### src/rtl/dma_ext_pkg.sv
// dma_ext_pkg: shared types and constants for the DMA external device and its controller.
package dma_ext_pkg;

  localparam int unsigned DmaWordSize = 16;
  localparam int unsigned DmaBurstLen = 4;

  localparam int unsigned           LfsrWidth = 32;
  localparam logic [LfsrWidth-1:0] LfsrTaps  = 32'h80200003;

  typedef enum logic [2:0] {
    StIdle,
    StFire,
    StBusy,
    StRefill,
    StHalt,
    StInit
  } dma_ext_state_e;

  // One Galois step: shift right, fold the taps back in when a 1 falls out.
  function automatic logic [LfsrWidth-1:0] lfsr_step(input logic [LfsrWidth-1:0] s);
    logic [LfsrWidth-1:0] n;
    n = s >> 1;
    if (s[0]) n = n ^ LfsrTaps;
    return n;
  endfunction

endpackage

### src/rtl/dma_ext_device_if.sv
// dma_ext_device_if: CPU/DMA-facing signals of dma_ext_device.
interface dma_ext_device_if
  import dma_ext_pkg::*;
#(
  parameter int unsigned WORD_SIZE = DmaWordSize,
  parameter int unsigned BURST_LEN = DmaBurstLen,
  parameter int unsigned OFFSET_W  = 2
);

  logic [OFFSET_W-1:0]            offset;
  logic                           int_ack;
  logic                           dma_done;
  logic                           interrupt;
  logic [BURST_LEN*WORD_SIZE-1:0] data;
  logic                           data_valid;
  logic                           rd_err;
  logic [7:0]                     missed;
  logic                           halted;

  modport master (
    output offset, int_ack, dma_done,
    input  interrupt, data, data_valid, rd_err, missed, halted
  );

  modport slave (
    input  offset, int_ack, dma_done,
    output interrupt, data, data_valid, rd_err, missed, halted
  );

endinterface

### src/rtl/dma_ext_lfsr.sv
// dma_ext_lfsr: 32-bit Galois LFSR with seed load and step enable; next_o is the value after one step.
module dma_ext_lfsr
  import dma_ext_pkg::*;
#(
  parameter logic [LfsrWidth-1:0] SEED = 32'h1
) (
  input  logic                 clk,
  input  logic                 reset,
  input  logic                 load_i,
  input  logic                 step_i,
  output logic [LfsrWidth-1:0] next_o
);

  logic [LfsrWidth-1:0] state_q;

  assign next_o = lfsr_step(state_q);

  always_ff @(posedge clk or posedge reset) begin
    if (reset) begin
      state_q <= SEED;
    end else if (load_i) begin
      state_q <= SEED;
    end else if (step_i) begin
      state_q <= next_o;
    end
  end

endmodule

### src/rtl/dma_ext_device.sv
// dma_ext_device: clocked external I/O device raising periodic DMA requests and serving block reads.
// Define DMA_EXT_DEVICE_LFSR_EN for LFSR-generated storage contents with an INIT fill after reset.
module dma_ext_device
  import dma_ext_pkg::*;
#(
  parameter int unsigned WORD_SIZE    = DmaWordSize,
  parameter int unsigned BURST_LEN    = DmaBurstLen,
  parameter int unsigned NUM_BLOCKS   = 3,
  parameter int unsigned FIRE_PERIOD  = 260,
  parameter int unsigned INT_DURATION = 100,
  parameter int unsigned NUM_FIRES    = 2,
  parameter logic [31:0] SEED         = 32'h1
) (
  input logic             clk,
  input logic             reset,
  dma_ext_device_if.slave bus
);

  localparam int unsigned OFFSET_W = $clog2(NUM_BLOCKS + 1);
  localparam int unsigned BLK_W    = (NUM_BLOCKS > 1) ? $clog2(NUM_BLOCKS) : 1;
  localparam int unsigned WRD_W    = (BURST_LEN > 1) ? $clog2(BURST_LEN) : 1;
  localparam int unsigned TMR_MAX  = (FIRE_PERIOD > INT_DURATION) ? FIRE_PERIOD : INT_DURATION;
  localparam int unsigned TMR_W    = $clog2(TMR_MAX + 1);
  localparam int unsigned FIRES_W  = $clog2(NUM_FIRES + 1);
  localparam int unsigned DATA_W   = BURST_LEN * WORD_SIZE;

`ifdef DMA_EXT_DEVICE_LFSR_EN
  localparam dma_ext_state_e ResetState = StInit;
`else
  localparam dma_ext_state_e ResetState = StIdle;
`endif

  dma_ext_state_e      state_q, state_d;
  logic [TMR_W-1:0]    timer_q, timer_d;
  logic [FIRES_W-1:0]  fires_q, fires_d;
  logic [7:0]          missed_q, missed_d;
  logic                irq_q, irq_d;
  logic                halted_q;

  logic [WORD_SIZE-1:0] mem_q [NUM_BLOCKS][BURST_LEN];
  logic [BLK_W-1:0]     wr_blk_q;
  logic [WRD_W-1:0]     wr_wrd_q;
  logic                 wr_en;
  logic [WORD_SIZE-1:0] wr_data;
  logic                 last_wrd, last_blk, last_word;

  logic [DATA_W-1:0] data_q;
  logic              data_valid_q, rd_err_q;
  logic [BLK_W-1:0]  rd_blk;
  logic [DATA_W-1:0] rd_block;

  assign last_wrd  = (wr_wrd_q == WRD_W'(BURST_LEN - 1));
  assign last_blk  = (wr_blk_q == BLK_W'(NUM_BLOCKS - 1));
  assign last_word = last_wrd && last_blk;

  // Next-state logic
  always_comb begin
    state_d  = state_q;
    timer_d  = timer_q;
    fires_d  = fires_q;
    missed_d = missed_q;
    irq_d    = irq_q;
    wr_en    = 1'b0;
    unique case (state_q)
      StIdle: begin
        if (timer_q == TMR_W'(FIRE_PERIOD - 1)) begin
          state_d = StFire;
          timer_d = '0;
          irq_d   = 1'b1;
        end else begin
          timer_d = timer_q + 1'b1;
        end
      end
      StFire: begin
        // Ack takes priority over a timeout landing on the same cycle.
        if (bus.int_ack) begin
          state_d = StBusy;
          timer_d = '0;
          irq_d   = 1'b0;
        end else if (timer_q == TMR_W'(INT_DURATION - 1)) begin
          missed_d = (missed_q == 8'hff) ? missed_q : missed_q + 8'd1;
          state_d  = StRefill;
          timer_d  = '0;
          irq_d    = 1'b0;
        end else begin
          timer_d = timer_q + 1'b1;
        end
      end
      StBusy: begin
        if (bus.dma_done) state_d = StRefill;
      end
      StRefill: begin
        wr_en = 1'b1;
        if (last_word) begin
          fires_d = fires_q + 1'b1;
          if (fires_q == FIRES_W'(NUM_FIRES - 1)) begin
            state_d = StHalt;
          end else begin
            state_d = StIdle;
            timer_d = '0;
          end
        end
      end
      StHalt: begin
        irq_d = 1'b0;
      end
`ifdef DMA_EXT_DEVICE_LFSR_EN
      StInit: begin
        wr_en = 1'b1;
        if (last_word) begin
          state_d = StIdle;
          timer_d = '0;
        end
      end
`endif
      default: state_d = StIdle;
    endcase
  end

  always_ff @(posedge clk or posedge reset) begin
    if (reset) begin
      state_q  <= ResetState;
      timer_q  <= '0;
      fires_q  <= '0;
      missed_q <= '0;
      irq_q    <= 1'b0;
      halted_q <= 1'b0;
    end else begin
      state_q  <= state_d;
      timer_q  <= timer_d;
      fires_q  <= fires_d;
      missed_q <= missed_d;
      irq_q    <= irq_d;
      halted_q <= (state_d == StHalt);
    end
  end

  // Refill walks the storage block-major, word 0 first, wrapping back to 0 after the last word.
  always_ff @(posedge clk or posedge reset) begin
    if (reset) begin
      wr_blk_q <= '0;
      wr_wrd_q <= '0;
    end else if (wr_en) begin
      if (last_wrd) begin
        wr_wrd_q <= '0;
        wr_blk_q <= last_blk ? '0 : wr_blk_q + 1'b1;
      end else begin
        wr_wrd_q <= wr_wrd_q + 1'b1;
      end
    end
  end

`ifdef DMA_EXT_DEVICE_LFSR_EN
  logic [LfsrWidth-1:0] lfsr_next;
  logic                 unused_lfsr;

  dma_ext_lfsr #(
    .SEED (SEED)
  ) u_lfsr (
    .clk    (clk),
    .reset  (reset),
    .load_i (1'b0),
    .step_i (wr_en),
    .next_o (lfsr_next)
  );

  assign wr_data     = lfsr_next[WORD_SIZE-1:0];
  assign unused_lfsr = ^lfsr_next;

  always_ff @(posedge clk or posedge reset) begin
    if (reset) begin
      for (int i = 0; i < NUM_BLOCKS; i++) begin
        for (int j = 0; j < BURST_LEN; j++) begin
          mem_q[i][j] <= '0;
        end
      end
    end else if (wr_en) begin
      mem_q[wr_blk_q][wr_wrd_q] <= wr_data;
    end
  end
`else
  logic unused_seed;

  assign unused_seed = ^SEED;
  assign wr_data     = mem_q[wr_blk_q][wr_wrd_q] + WORD_SIZE'(NUM_BLOCKS * BURST_LEN);

  always_ff @(posedge clk or posedge reset) begin
    if (reset) begin
      for (int i = 0; i < NUM_BLOCKS; i++) begin
        for (int j = 0; j < BURST_LEN; j++) begin
          mem_q[i][j] <= WORD_SIZE'(i * BURST_LEN + j + 1);
        end
      end
    end else if (wr_en) begin
      mem_q[wr_blk_q][wr_wrd_q] <= wr_data;
    end
  end
`endif

  assign rd_blk = bus.offset[BLK_W-1:0];

  always_comb begin
    rd_block = '0;
    for (int j = 0; j < BURST_LEN; j++) begin
      rd_block[j*WORD_SIZE +: WORD_SIZE] = mem_q[rd_blk][j];
    end
  end

  // Reads sample pre-edge storage, so a same-edge write is not visible until the next read.
  always_ff @(posedge clk or posedge reset) begin
    if (reset) begin
      data_q       <= '0;
      data_valid_q <= 1'b0;
      rd_err_q     <= 1'b0;
    end else if (state_q == StRefill || state_q == StInit) begin
      data_valid_q <= 1'b0;
    end else if (bus.offset >= OFFSET_W'(NUM_BLOCKS)) begin
      data_q       <= '0;
      data_valid_q <= 1'b1;
      rd_err_q     <= 1'b1;
    end else begin
      data_q       <= rd_block;
      data_valid_q <= 1'b1;
      rd_err_q     <= 1'b0;
    end
  end

  assign bus.interrupt  = irq_q;
  assign bus.data       = data_q;
  assign bus.data_valid = data_valid_q;
  assign bus.rd_err     = rd_err_q;
  assign bus.missed     = missed_q;
  assign bus.halted     = halted_q;

endmodule

### src/flat_wrapper.sv
// flat-port wrapper written by rule: the top's interface ports become plain ports
module dma_ext_device_flat import dma_ext_pkg::*;
#(
  parameter int unsigned WORD_SIZE    = DmaWordSize,
  parameter int unsigned BURST_LEN    = DmaBurstLen,
  parameter int unsigned NUM_BLOCKS   = 3,
  parameter int unsigned FIRE_PERIOD  = 260,
  parameter int unsigned INT_DURATION = 100,
  parameter int unsigned NUM_FIRES    = 2,
  parameter logic [31:0] SEED         = 32'h1
)
  (clk, reset, bus_offset, bus_int_ack, bus_dma_done, bus_interrupt, bus_data, bus_data_valid, bus_rd_err, bus_missed, bus_halted);
  dma_ext_device_if #(.WORD_SIZE(WORD_SIZE), .BURST_LEN(BURST_LEN), .OFFSET_W((2))) bus_i ();
  input logic clk;
  input logic reset;
  input wire logic [$bits(bus_i.offset)-1:0] bus_offset;
  input wire logic [$bits(bus_i.int_ack)-1:0] bus_int_ack;
  input wire logic [$bits(bus_i.dma_done)-1:0] bus_dma_done;
  output wire logic [$bits(bus_i.interrupt)-1:0] bus_interrupt;
  output wire logic [$bits(bus_i.data)-1:0] bus_data;
  output wire logic [$bits(bus_i.data_valid)-1:0] bus_data_valid;
  output wire logic [$bits(bus_i.rd_err)-1:0] bus_rd_err;
  output wire logic [$bits(bus_i.missed)-1:0] bus_missed;
  output wire logic [$bits(bus_i.halted)-1:0] bus_halted;
  assign bus_i.offset = bus_offset;
  assign bus_i.int_ack = bus_int_ack;
  assign bus_i.dma_done = bus_dma_done;
  assign bus_interrupt = bus_i.interrupt;
  assign bus_data = bus_i.data;
  assign bus_data_valid = bus_i.data_valid;
  assign bus_rd_err = bus_i.rd_err;
  assign bus_missed = bus_i.missed;
  assign bus_halted = bus_i.halted;
  dma_ext_device #(.WORD_SIZE(WORD_SIZE), .BURST_LEN(BURST_LEN), .NUM_BLOCKS(NUM_BLOCKS), .FIRE_PERIOD(FIRE_PERIOD), .INT_DURATION(INT_DURATION), .NUM_FIRES(NUM_FIRES), .SEED(SEED)) u_core (.clk(clk), .reset(reset), .bus(bus_i));
endmodule
### config.mk
export PLATFORM = sky130hd
export DESIGN_NAME = dma_ext_device_flat
export DESIGN_NICKNAME = d
export VERILOG_FILES = /design/src/rtl/dma_ext_pkg.sv /design/src/rtl/dma_ext_device_if.sv /design/src/rtl/dma_ext_lfsr.sv /design/src/rtl/dma_ext_device.sv /design/src/flat_wrapper.sv
export SDC_FILE = /design/constraint.sdc
export NUM_CORES = 1
export LEC_CHECK = 0
export BUFFER_PORTS_ARGS = -buffer_cell sky130_fd_sc_hd__buf_2
export CAP_MARGIN = 20
export CORE_UTILIZATION = 55
export DETAILED_ROUTE_END_ITERATION = 12
export PLACE_DENSITY = 0.73
export SLEW_MARGIN = 20
export SYNTH_ARGS = -nofsm -noshare
export SYNTH_HDL_FRONTEND = slang
export SYNTH_HIERARCHICAL = 1
export SYNTH_SLANG_ARGS = --single-unit
export TNS_END_PERCENT = 1
### constraint.sdc
create_clock -name clk -period 12.1 [get_ports clk]
set_input_delay 1.21 -clock clk [delete_from_list [all_inputs] [get_ports clk]]
set_output_delay 1.21 -clock clk [all_outputs]
set_load 0.02 [all_outputs]
==> results.ini <==
[critical_path]
worstSetupPathType = register to register
worst_path_largest_cell_delay_ps = 840
rr_endpoint = u_core/mem_q[190]
worstReg2RegStart = u_core/wr_blk_q[1]
reg2regPathDepth = 11
cp-end-kind = register
crit_slowest_cell = buf_4
r2r_slack_ps = 7890
critPathMaxFanout = 52
crit_path_frequent_cell = inv_1
cp-startpoint = u_core/wr_blk_q[1]
cp-endpoint = u_core/mem_q[190]
arrival_ps = 4600
startpoint_type = register
path_cells = buf_4 > mux2i_1 > o2bb2ai_1 > mux4_2 > inv_1 > ha_1 > inv_1 > nand4_2 > nor3_1 > xnor2_1 > o21ai_0
crit_required_ps = 12490

[placed_design]
gp_congestion = 0.871
dp_hpwl_um = 21200
place_inst = 1699
pre_cts_ws_ps = 7950
io_buffers = 81

[synth]
synth.distinct_cells = 48
ys.flop_type = dfrtp_1
synth_edf_count = 0
synth-seq-cells = 286
synth_nets = 1404
seq_area_frac_synth_pct = 51.5
async_reset_ff_share_pct = 100
avgSynthCellArea_um2 = 10.0
ys_warn_count = 6
syn-cell-area_mm2 = 0.0139
syn_inst = 1390

[timing]
worst_pin_slew_ps = 1130
finalCriticalPeriod_ps = 4210
max_slew_margin_pct = 24.7
rsz0062_at_grt = no
setup_viol = 0
fin_setup_tns_ps = 0
fin_skew_ps = 19.6
slew_viol_final = 0
fmax_mhz = 237
worst_slack_ps = 7890
hold_viol_final = 0
period_share_pct = 34.8

[pwr]
p_leak_nw = 7.16
vdd_drop_max_mv = 0.122
p_int_mw = 1.56
power_frac_clock_pct = 49.0
power_density_mw_per_mm2 = 128
switchingPower_mw = 0.421
p_comb_share_pct = 2.5
swShare_pct = 21.3
seq_power_share_pct = 48.5

[clocking]
cts_setup_buffers = 0
htreeDepth = 1
postCtsHoldBufs = 0
cts.sinks = 286
cts.clk_slew.worst_paths_ps = 60
ctsResizeCount = 0
insertion_delay_ps = 560
clockBufferDepth = 3
cts-root-buf = clkbuf_16
cts_buffers = 31
cts_tree = yes

[hold_path]
hp-class = register to register

[die]
rows = 57
die_area_mm2 = 0.0260
io_pins = 82
start_util_pct = 56.7
core_area_mm2 = 0.0246
dieHeight_um = 161
die_w_um = 161

[cells_and_area]
areaGrowthSynthToFinish_pct = 10.8
final_common_cell = dfrtp_1
mostFrequentLayoutCells = dfrtp_1 (262), nand2_1 (199), nor2_1 (145), a21oi_1 (130), mux2i_1 (129)
diodes = 0
layout-drive-gt1-share_pct = 18.2
instances_no_fill = 1756
fin_nets = 1422

[drt]
wire_per_inst_um = 20.0
final_antenna_net_count = 0
drtIter0Drc = 692
post-route-drc-count = 0
wirelength_um = 35100
vias = 10296
vias_per_cell = 5.86
dr.pass1.iters = 5

[status]
outcome = finished, final reports clean

[global_route]
grt_usage_pct = 27.4
grt_pass1_vias = 10119
antenna_found_initial = 0
grt_max_degree = 143
gr-total-overflow = 0
grt_pass1_wl_um = 55800

[flow_run]
drv_cap = 0

worst min-delay path by stage:
stage               cells past startpoint                 to  slack, ps              start
floorplan                               2  u_core/fires_q[1]        450  u_core/fires_q[1]
global placement                        2  u_core/fires_q[1]        460  u_core/fires_q[1]
detailed placement                      2  u_core/fires_q[1]        470  u_core/fires_q[1]
CTS                                     2  u_core/fires_q[1]        480  u_core/fires_q[1]
global route                            1  u_core/fires_q[0]        510  u_core/fires_q[0]
finish                                  2  u_core/fires_q[1]        480  u_core/fires_q[1]
synthesized netlist by cell type, drive strengths merged (2+ instances only):
library cell	number	area, um^2
xor2	11	96.3
inv	8	30.0
nor3b	2	20.0
nor3	4	20.0
a21oi	131	659
dfrtp	264	6610
nand4	11	90.1
dfstp	22	578
mux4	16	360
nand3	7	35.0
nor2b	6	45.0
clkbuf	73	277
a31oi	3	18.8
xnor2	17	149
nor2	145	544
buf	44	280
and2	3	18.8
o21ai	180	972
ha	8	100
and3	6	37.5
nand2	202	758
o2bb2ai	48	420
or3	2	12.5
mux2i	129	1290
mux2	38	428
final cells by class:
type / count / area (um^2)
clock buffer: 48 / 930
clock inverter: 9 / 129
fill: 2015 / 9150
inverter: 9 / 41.3
multi-input combinational: 978 / 6190
sequential: 286 / 7190
tap: 324 / 405
timing repair buffer: 102 / 566
power by group through the flow:
stage | logic [mW] | registers [mW] | clock network, mW
after floorplan | 0.0309 | 0.980 | 0
final | 0.0488 | 0.960 | 0.970
after CTS | 0.0497 | 0.960 | 0.985
after global placement | 0.0494 | 0.977 | 0
after global routing | 0.0537 | 0.959 | 1.02
after detailed placement | 0.0496 | 0.977 | 0
per-layer routing:
metal	part of all wire (%)	vias up	track usage (%)
li1	-	4866	-
met1	44	5057	37.4
met2	48	290	44.8
met3	4.8	83	3.42
met4	3.8	0	10.8
met5	0	-	0
kinds of logic (layout without fill, tap and decap cells):
kind of cell	count (synthesis)	count (layout)	synth area share, %
AOI/OAI and AO/OA	366	366	15.2
xor gates and xnor gates	28	28	1.76
adders and majority gates	8	8	0.718
buffers and inverters	126	168	4.23
DFF	286	286	51.5
muxes	183	183	14.9
and+or+nand+nor	393	393	11.6
state kept, by name, summed over array words and instances (netlist names), 2 cells and up:
signal             cells
u_core/fires_q         2
u_core/timer_q         9
u_core/mem_q         192
u_core/bus.missed      8
u_core/wr_blk_q        2
u_core/bus.data       64
u_core/state_q         3
u_core/wr_wrd_q        2
metrics by stage:
| stage | cell area, um^2 | utilization, % | total power, mW | hold WS [ps] |
|---|---|---|---|---|
| 4_1_cts | 15500 | 62.8 | 1.99 | 485 |
| 3_3_place_gp | 14400 | 58.5 | 1.03 | 465 |
| 3_5_place_dp | 14400 | 58.5 | 1.03 | 471 |
| 6_report | 15500 | 62.8 | 1.98 | 481 |
| 5_1_grt | 15500 | 62.8 | 2.03 | 514 |
| 2_1_floorplan | 13900 | - | 1.01 | 450 |
critical path: cells and delay by family (launching register included):
family | cells | cell delay [ps]
muxes | 2 | 940
buffers and inverters | 3 | 1010
adders and majority gates | 1 | 140
xor gates and xnor gates | 1 | 780
and+or+nand+nor | 2 | 230
AOI/OAI and AO/OA | 2 | 300
DFF | 1 | 610
Power figures use the tool's default switching activity.
